`config.mk`:
```
export PLATFORM = sky130hd
export DESIGN_NAME = seq_shifter
export DESIGN_NICKNAME = d
export VERILOG_FILES = /design/src/rtl/seq_shifter.sv
export SDC_FILE = /design/constraint.sdc
export NUM_CORES = 1
export LEC_CHECK = 0
export ABC_AREA = 1
export BUFFER_PORTS_ARGS = -buffer_cell sky130_fd_sc_hd__buf_2
export CAP_MARGIN = 25
export CORE_ASPECT_RATIO = 2
export CORE_MARGIN = 3
export CORE_UTILIZATION = 45
export DETAILED_ROUTE_END_ITERATION = 8
export HOLD_SLACK_MARGIN = 0.15
export MAX_ROUTING_LAYER = met4
export PLACE_DENSITY = 0.66
export SYNTH_ARGS = -nofsm -noshare
export SYNTH_HDL_FRONTEND = slang
export SYNTH_SLANG_ARGS = --single-unit
```
`constraint.sdc`:
```
create_clock -name clk_i -period 2.1 [get_ports clk_i]
set_input_delay 0.315 -clock clk_i [delete_from_list [all_inputs] [get_ports clk_i]]
set_output_delay 0.315 -clock clk_i [all_outputs]
set_load 0.01 [all_outputs]
```
`src/rtl/seq_shifter.sv`:
```
// seq_shifter: multi-cycle SLL/SRL/SRA shifter, STEP bits per cycle, start/ready/done handshake.
// Define SEQ_SHIFTER_ROTATE_EN to make op 11 a rotate-left; otherwise op 11 behaves as SLL.
module seq_shifter #(
  parameter int WIDTH = 32,
  parameter int STEP = 1,
  localparam int SHAMT_W = $clog2(WIDTH)
) (
  input  logic               clk_i,
  input  logic               rst_i,
  input  logic               start_i,
  input  logic [1:0]         op_i,
  input  logic [SHAMT_W-1:0] shamt_i,
  input  logic [WIDTH-1:0]   data_i,
  output logic               ready_o,
  output logic               done_o,
  output logic [WIDTH-1:0]   result_o
);
  typedef enum logic [1:0] {IDLE, SHIFT, DONE} state_t;
  localparam logic [SHAMT_W-1:0] STEP_L = SHAMT_W'(STEP);
  state_t state_q, state_d;
  logic [WIDTH-1:0] acc_q, acc_d, result_q, result_d, shifted;
  logic [SHAMT_W-1:0] rem_q, rem_d, k;
  logic [1:0] op_q, op_d;
  always_ff @(posedge clk_i or posedge rst_i) begin
    if (rst_i) begin
      state_q <= IDLE;
      acc_q <= '0;
      rem_q <= '0;
      op_q <= '0;
      result_q <= '0;
    end else begin
      state_q <= state_d;
      acc_q <= acc_d;
      rem_q <= rem_d;
      op_q <= op_d;
      result_q <= result_d;
    end
  end
  always_comb begin
    k = rem_q < STEP_L ? rem_q : STEP_L;
`ifdef SEQ_SHIFTER_ROTATE_EN
    shifted = op_q == 2'b01 ? acc_q >> k :
              op_q == 2'b10 ? WIDTH'($signed(acc_q) >>> k) :
              op_q == 2'b11 ? (acc_q << k) | (acc_q >> ((SHAMT_W+1)'(WIDTH) - {1'b0, k})) :
              acc_q << k;
`else
    shifted = op_q == 2'b01 ? acc_q >> k :
              op_q == 2'b10 ? WIDTH'($signed(acc_q) >>> k) :
              acc_q << k;
`endif
  end
  // result_q loads on entry to DONE so result_o is valid in the same cycle as done_o
  always_comb begin
    state_d = state_q;
    acc_d = acc_q;
    rem_d = rem_q;
    op_d = op_q;
    result_d = result_q;
    if (state_q == IDLE) begin
      if (start_i) begin
        acc_d = data_i;
        rem_d = shamt_i;
        op_d = op_i;
        state_d = shamt_i == '0 ? DONE : SHIFT;
        result_d = shamt_i == '0 ? data_i : result_q;
      end
    end else if (state_q == SHIFT) begin
      acc_d = shifted;
      rem_d = rem_q - k;
      state_d = rem_q <= STEP_L ? DONE : SHIFT;
      result_d = rem_q <= STEP_L ? shifted : result_q;
    end else begin
      state_d = IDLE;
    end
  end
  assign ready_o = state_q == IDLE;
  assign done_o = state_q == DONE;
  assign result_o = result_q;
endmodule

```
==> run_results.csv, run 1 <==
group,metric,value,unit
timing,hold_viol,0,
route,m1WireLength,4360,um
global_routing,grt_pass1_wl,17900,um
final_layout,mostFrequentLayoutCell,"nand2_1",
timing,tightestPinTransition,0.570,ns
clock_network,clock-sinks,73,
timing,setup_tns,0,ns
route,top_layer,"met4",
timing,skew,0.00809,ns
setup_path,worstReg2RegStart,"rem_q[2]",
clock_network,post_cts_buffers,0,
logic_synthesis,syn_nets,636,
route,via_per_inst,5.18,
global_routing,grt_max_degree,38,
setup_path,crit_path_max_incr_delay,0.42,ns
floorplan,die_h,143,um
logic_synthesis,synth_area,4230,um2
floorplan,die_width,74.6,um
setup_path,worstRegToRegCells,9,
setup_path,crit_path_end,"rem_q[4]",
global_routing,first_global_vias,4027,
timing,slew_headroom,0.619,
timing,period_share,0.836,
setup_path,cp_slowest_cell,"dfrtp_1",
clock_network,root_buffer,"clkbuf_16",
global_routing,grt_overflow,0,
floorplan,rows,49,
floorplan,start_util,0.467,
route,via_count,3980,
timing,worst_hold_slack,0.203,ns
clock_network,cts_tree,"done",
final_layout,antennaDiodeCount,0,
logic_synthesis,ys_ff_latch,73,
logic_synthesis,ys_types,31,
clock_network,path_clk_slew,0.06,ns
setup_path,critPathRequiredTime,2.29,ns
final_layout,drive_gt1_frac,0.210,
logic_synthesis,yosysWarnings,0,
logic_synthesis,synth.avg_cell_area,7.14,um2
pwr,total_power,0.00990,W
setup_path,rrSetupSlack,0.35,ns
floorplan,core_area,9070,um2
global_routing,antenna_found_initial,0,
pwr,ir_drop,872,uV
timing,fmax,570,MHz
hold_path,holdCritPathClass,"input port to flip-flop",
final_layout,layout_common_cells,"nand2_1, nand3_1, buf_2, dfrtp_1, a21oi_1",
floorplan,ios,76,
setup_path,arrival,1.95,ns
setup_path,crit_chain,"nor2_4 > nand2_2 > nand2_1 > ha_1 > or2_2 > nor2_1 > nand3_1 > nand3b_1 > o21ai_0",
status,status,"complete, no violations",
route,drtIter0Drc,262,
route,wl_met2,5820,um
pwr,power_density,2000,nW/um2
flow_run,maxCapViolCount,0,
setup_path,critPathCaptureType,"flip-flop",
logic_synthesis,yosysSeqAreaShare,0.431,
clock_network,clkLatencyLatePin,0.34,ns
final_layout,nNetsFinal,705,
setup_path,worstSetupPathType,"flip-flop to flip-flop",
setup_path,cp_max_fo,4,
final_layout,num-fill-cells,905,
clock_network,clockBufferDepth,2,
pwr,leakagePower,2.77,nW
setup_path,startpoint_type,"flip-flop",
route,ant_nets,0,
timing,setup_viol,0,
route,wl_per_cell,14.1,um
global_routing,grt_usage,0.224,
route,wl,10800,um
placed_design,gp_congestion,0.858,
clock_network,htreeDepth,3,
clock_network,cts-buffers-inserted,9,
final_layout,syn_to_final_growth,17.0,%
logic_synthesis,postSynthCellCount,593,
timing,slew_viol_final,0,
route,wl_met3,370,um
setup_path,crit_start,"rem_q[2]",
timing,fin_crit,1.75,ns
route,post-route-drc-count,0,
timing,grt_setup_unrepaired,"no",
placed_design,port_buffers,75,
floorplan,die_area,10700,um2
placed_design,detailed_place_hpwl,7540,um
setup_path,r2r_end,"rem_q[4]",
route,dr.pass1.iters,4,
-- power by group --
group          leakage [nW]  internal, W  switching (W)  total (W)
clock                 0.153      0.00106       0.000571    0.00164
combinational          1.72      0.00199        0.00360    0.00559
sequential            0.889      0.00217       0.000504    0.00268
total                  2.77      0.00523        0.00467    0.00990
-- sequential cells by signal, summed over array words and instances (netlist names) --
signal and flops:
op_q 2, result_o 32, rem_q 5, state_q 2, acc_q 32
-- synthesized netlist by cell type --
| library cell | instances | share of area |
|---|---|---|
| nor2_8 | 1 | 0.0047 |
| nor2_1 | 14 | 0.012 |
| a21oi_1 | 27 | 0.032 |
| o211ai_1 | 1 | 0.0018 |
| ha_1 | 1 | 0.0030 |
| inv_1 | 18 | 0.016 |
| buf_1 | 2 | 0.0018 |
| inv_2 | 1 | 0.00089 |
| o21ai_1 | 1 | 0.0012 |
| nor2_2 | 2 | 0.0030 |
| buf_4 | 7 | 0.012 |
| nand4_1 | 1 | 0.0015 |
| or2_1 | 13 | 0.019 |
| clkbuf_1 | 1 | 0.00089 |
| inv_4 | 3 | 0.0044 |
| buf_6 | 9 | 0.024 |
| or2_2 | 19 | 0.028 |
| dfrtp_1 | 73 | 0.43 |
| nor3b_1 | 1 | 0.0018 |
| nand3_4 | 1 | 0.0041 |
| nand3_1 | 78 | 0.092 |
| buf_2 | 13 | 0.015 |
| o21ai_0 | 7 | 0.0083 |
| nor2_4 | 3 | 0.0080 |
| o21ai_4 | 1 | 0.0038 |
| clkbuf_2 | 1 | 0.0012 |
| nand3b_1 | 2 | 0.0035 |
| a31oi_1 | 1 | 0.0015 |
| a22oi_1 | 1 | 0.0018 |
| nand2_1 | 285 | 0.25 |
| nand2_2 | 5 | 0.0074 |
-- per-layer routing --
layer  vias to the layer above  GRT usage
met5                         -          -
li1                       2003          -
met3                        20     0.0430
met1                      1865      0.234
met4                         0      0.103
met2                        92      0.393
-- cell families after synthesis --
kind of cell,Yosys count,share of synthesized area
compound gates,39,0.0502
fa+ha+maj,1,0.00295
buf+inv,55,0.0768
flops,73,0.431
simple gates,425,0.439
-- final cells by class --
type	count	area, um2	area share
inverters	22	93.8	0.0189
clock buffers	12	246	0.0498
multi-input cells	465	2080	0.420
clock inverters	3	65.1	0.0131
well taps	102	128	0.0258
repair buffers	91	510	0.103
flip-flops and latches	73	1830	0.369
-- critical path: cells and delay by family, from the launching register on --
family | cells | cell delay, ns
adders and majority gates | 1 | 0.20
DFF | 1 | 0.42
and+or+nand+nor | 7 | 0.89
AOI/OAI and AO/OA | 1 | 0.10
-- stage by stage --
stage,cells,utilization,worst slack [ns],instance area (um2)
floorplan,593,-,0.558,4240
global placement,752,0.510,0.392,4630
detailed placement,752,0.510,0.367,4630
CTS,768,0.546,0.335,4950
global route,768,0.546,0.156,4950
finish,768,0.546,0.345,4950
-- timing repair --
item                      4_1_cts  5_1_grt
hold buffers                    1        0
gates resized for setup         0        0
hold endpoints to repair       21        0
-- worst min path at each step --
stage	slack [ns]	from	to	depth (start not counted)
6_report	0.20	op_i[0]	op_q[0]	3
3_5_place_dp	0.41	rst_i	acc_q[20]	2
4_1_cts	0.20	op_i[0]	op_q[0]	3
2_1_floorplan	0.44	op_i[0]	op_q[0]	2
3_3_place_gp	0.41	rst_i	result_o[20]	2
5_1_grt	0.20	op_i[0]	op_q[0]	3
No activity file was read; power rests on OpenSTA's default activity.
==> run 2, diff against run 1 <==
==> constraint.sdc (replaced) <==
create_clock -name clk_i -period 1.55 [get_ports clk_i]
set_input_delay 0.2325 -clock clk_i [delete_from_list [all_inputs] [get_ports clk_i]]
set_output_delay 0.2325 -clock clk_i [all_outputs]
set_load 0.01 [all_outputs]
==> run 2 against run 1 <==
Compared with the run above: the run now ends with setup timing left; largest power group unchanged; worst hold slack gained 0.0097 ns; via count grew 6.9%; sequential share of layout area shrank 4.6 points; critical endpoint is now rem_q[2]; cell area grew 14%; fmax grew 8.2%; combinational power grew 74%; wire length grew 13%; sequential cell count is the same; register-to-register slack lost 0.42 ns.
==> run_results.csv, run 2 (synthesis gave the netlist of run 1 again) <==
group,metric,value,unit
floorplan,start_util,0.467,
final_layout,syn_to_final_growth,33.7,%
clock_network,htreeDepth,3,
status,status,"finished with violations",
setup_path,worstSetupPathType,"flip-flop to flip-flop",
final_layout,num-fill-cells,837,
status,violations,"setup timing",
setup_path,critPathCaptureType,"flip-flop",
global_routing,grt_max_degree,36,
route,via_count,4253,
route,post-route-drc-count,0,
timing,slew_viol_final,0,
setup_path,crit_family,"simple AND/OR/NAND/NOR gates",
timing,setup_tns,-0.169,ns
timing,timing.final.ws_setup,-0.0718,ns
hold_path,holdCritPathClass,"input port to flip-flop",
placed_design,place_area,4840,um2
route,wl_per_cell,15.3,um
setup_path,worst-path-buf-inv,1,
setup_path,cp_max_fo,4,
global_routing,antenna_found_initial,0,
setup_path,critPathRequiredTime,1.77,ns
timing,tightestPinTransition,0.474,ns
global_routing,grt_overflow,0,
clock_network,cts_tree,"done",
placed_design,port_buffers,75,
clock_network,path_clk_slew,0.06,ns
floorplan,ios,76,
final_layout,mostFrequentLayoutCell,"nand2_1",
timing,period_share,1.05,
setup_path,crit_chain,"nor2_4 > nand2_2 > nand2_2 > ha_4 > or2_4 > nor2_4 > buf_6 > nor3b_4 > o21ai_1",
route,ant_nets,0,
global_routing,first_global_vias,4044,
pwr,ir_drop,1360,uV
route,drtIter0Drc,316,
final_layout,finalNonFillerCells,802,
clock_network,root_buffer,"clkbuf_16",
timing,skew,0.00899,ns
clock_network,clkLatencyLatePin,0.34,ns
clock_network,cts-buffers-inserted,9,
final_layout,antennaDiodeCount,0,
floorplan,die_width,74.6,um
floorplan,die_area,10700,um2
clock_network,clockBufferDepth,2,
final_layout,drive_gt1_frac,0.327,
timing,hold_viol,0,
timing,setup_viol,11,
placed_design,detailed_place_hpwl,7970,um
final_layout,design_area,5660,um2
placed_design,gp_congestion,0.843,
pwr,leakagePower,3.05,nW
setup_path,cp_slowest_cell,"dfrtp_1",
setup_path,startpoint_type,"flip-flop",
timing,slew_headroom,0.684,
route,dr.pass1.iters,5,
setup_path,arrival,1.85,ns
timing,grt_setup_unrepaired,"yes",
route,wl,12200,um
timing,fin_crit,1.62,ns
pwr,power_density,2780,nW/um2
final_layout,layout_common_cells,"nand2_1, buf_2, dfrtp_1, nand3_1, nand2_2",
clock_network,clock-sinks,73,
floorplan,die_h,143,um
floorplan,core_area,9070,um2
flow_run,maxCapViolCount,0,
final_layout,nNetsFinal,738,
timing,fmax,617,MHz
timing,worst_hold_slack,0.213,ns
setup_path,crit_path_max_incr_delay,0.41,ns
placed_design,dp_cells,768,
global_routing,grt_pass1_wl,18700,um
floorplan,rows,49,
global_routing,grt_usage,0.231,
route,via_per_inst,5.30,
## run 2: cell count changes in the layout (fill, tap and decap cells not counted), sizes merged
cell,change
buf,+25
clkbuf,+2
clkinv,+3
clkinvlp,+1
dlygate4sd3,+2
nand3,+1
## run 2: metrics by stage
step	setup slack (ns)	utilization	power [W]
final	-0.0718	0.624	0.0157
after global routing	-0.0972	0.624	0.0171
after CTS	0.00703	0.580	0.0145
after detailed placement	-0.0681	0.533	0.0119
after global placement	-0.0200	0.533	0.0117
after floorplan	0.00752	-	0.00954
## run 2: cell type report
type                       instances  area [um2]  area share
clock inverter                     6        90.1      0.0159
sequential                        73        1830       0.323
multi-input combinational        466        2330       0.412
timing repair inverter             1        5.00    0.000884
inverter                          22         101      0.0179
clock buffer                      10         239      0.0422
timing repair buffer             122         937       0.166
tap                              102         128      0.0225
## run 2: worst reg2reg max path, stage by stage, from the launching register on
cell	delay (ns)
dfrtp_1	0.41
nor2_4	0.22
nand2_2	0.10
nand2_2	0.10
ha_4	0.12
or2_4	0.12
nor2_4	0.05
buf_6	0.11
nor3b_4	0.19
o21ai_1	0.08
## run 2: what timing repair did
| item | in CTS | in global routing |
|---|---|---|
| pin swaps | 9 | 14 |
| setup endpoints to repair | 7 | 64 |
| hold buffers | 3 | 0 |
| gates resized for setup | 12 | 63 |
| hold endpoints to repair | 18 | 0 |
| gates cloned | 0 | 6 |
| setup buffers | 2 | 7 |
## run 2: metal layers
metal | track usage | share of wire | up-vias
li1 | - | - | 2087
met1 | 0.248 | 0.38 | 2011
met2 | 0.407 | 0.55 | 115
met3 | 0.0317 | 0.033 | 40
met4 | 0.105 | 0.037 | 0
met5 | - | 0 | -
## run 2: final timing paths
path                         startpoint  slack (ns)           end  cells after the start
setup / recovery               rem_q[1]       -0.07      rem_q[2]                      9
min in group asynchronous         rst_i        0.46  result_o[13]                      3
hold reg to reg            result_o[23]        0.47  result_o[23]                      2
hold / removal               data_i[19]        0.21  result_o[19]                      4
setup reg to reg               rem_q[1]       -0.07      rem_q[2]                      9
max in group asynchronous         rst_i        0.56   result_o[6]                      4
## run 2: where the power goes
| group | switching [W] | internal [W] | leakage, nW |
|---|---|---|---|
| Sequential | 0.000766 | 0.00295 | 0.889 |
| Combinational | 0.00576 | 0.00396 | 2.00 |
| Clock | 0.000851 | 0.00146 | 0.159 |
| Total | 0.00738 | 0.00836 | 3.05 |
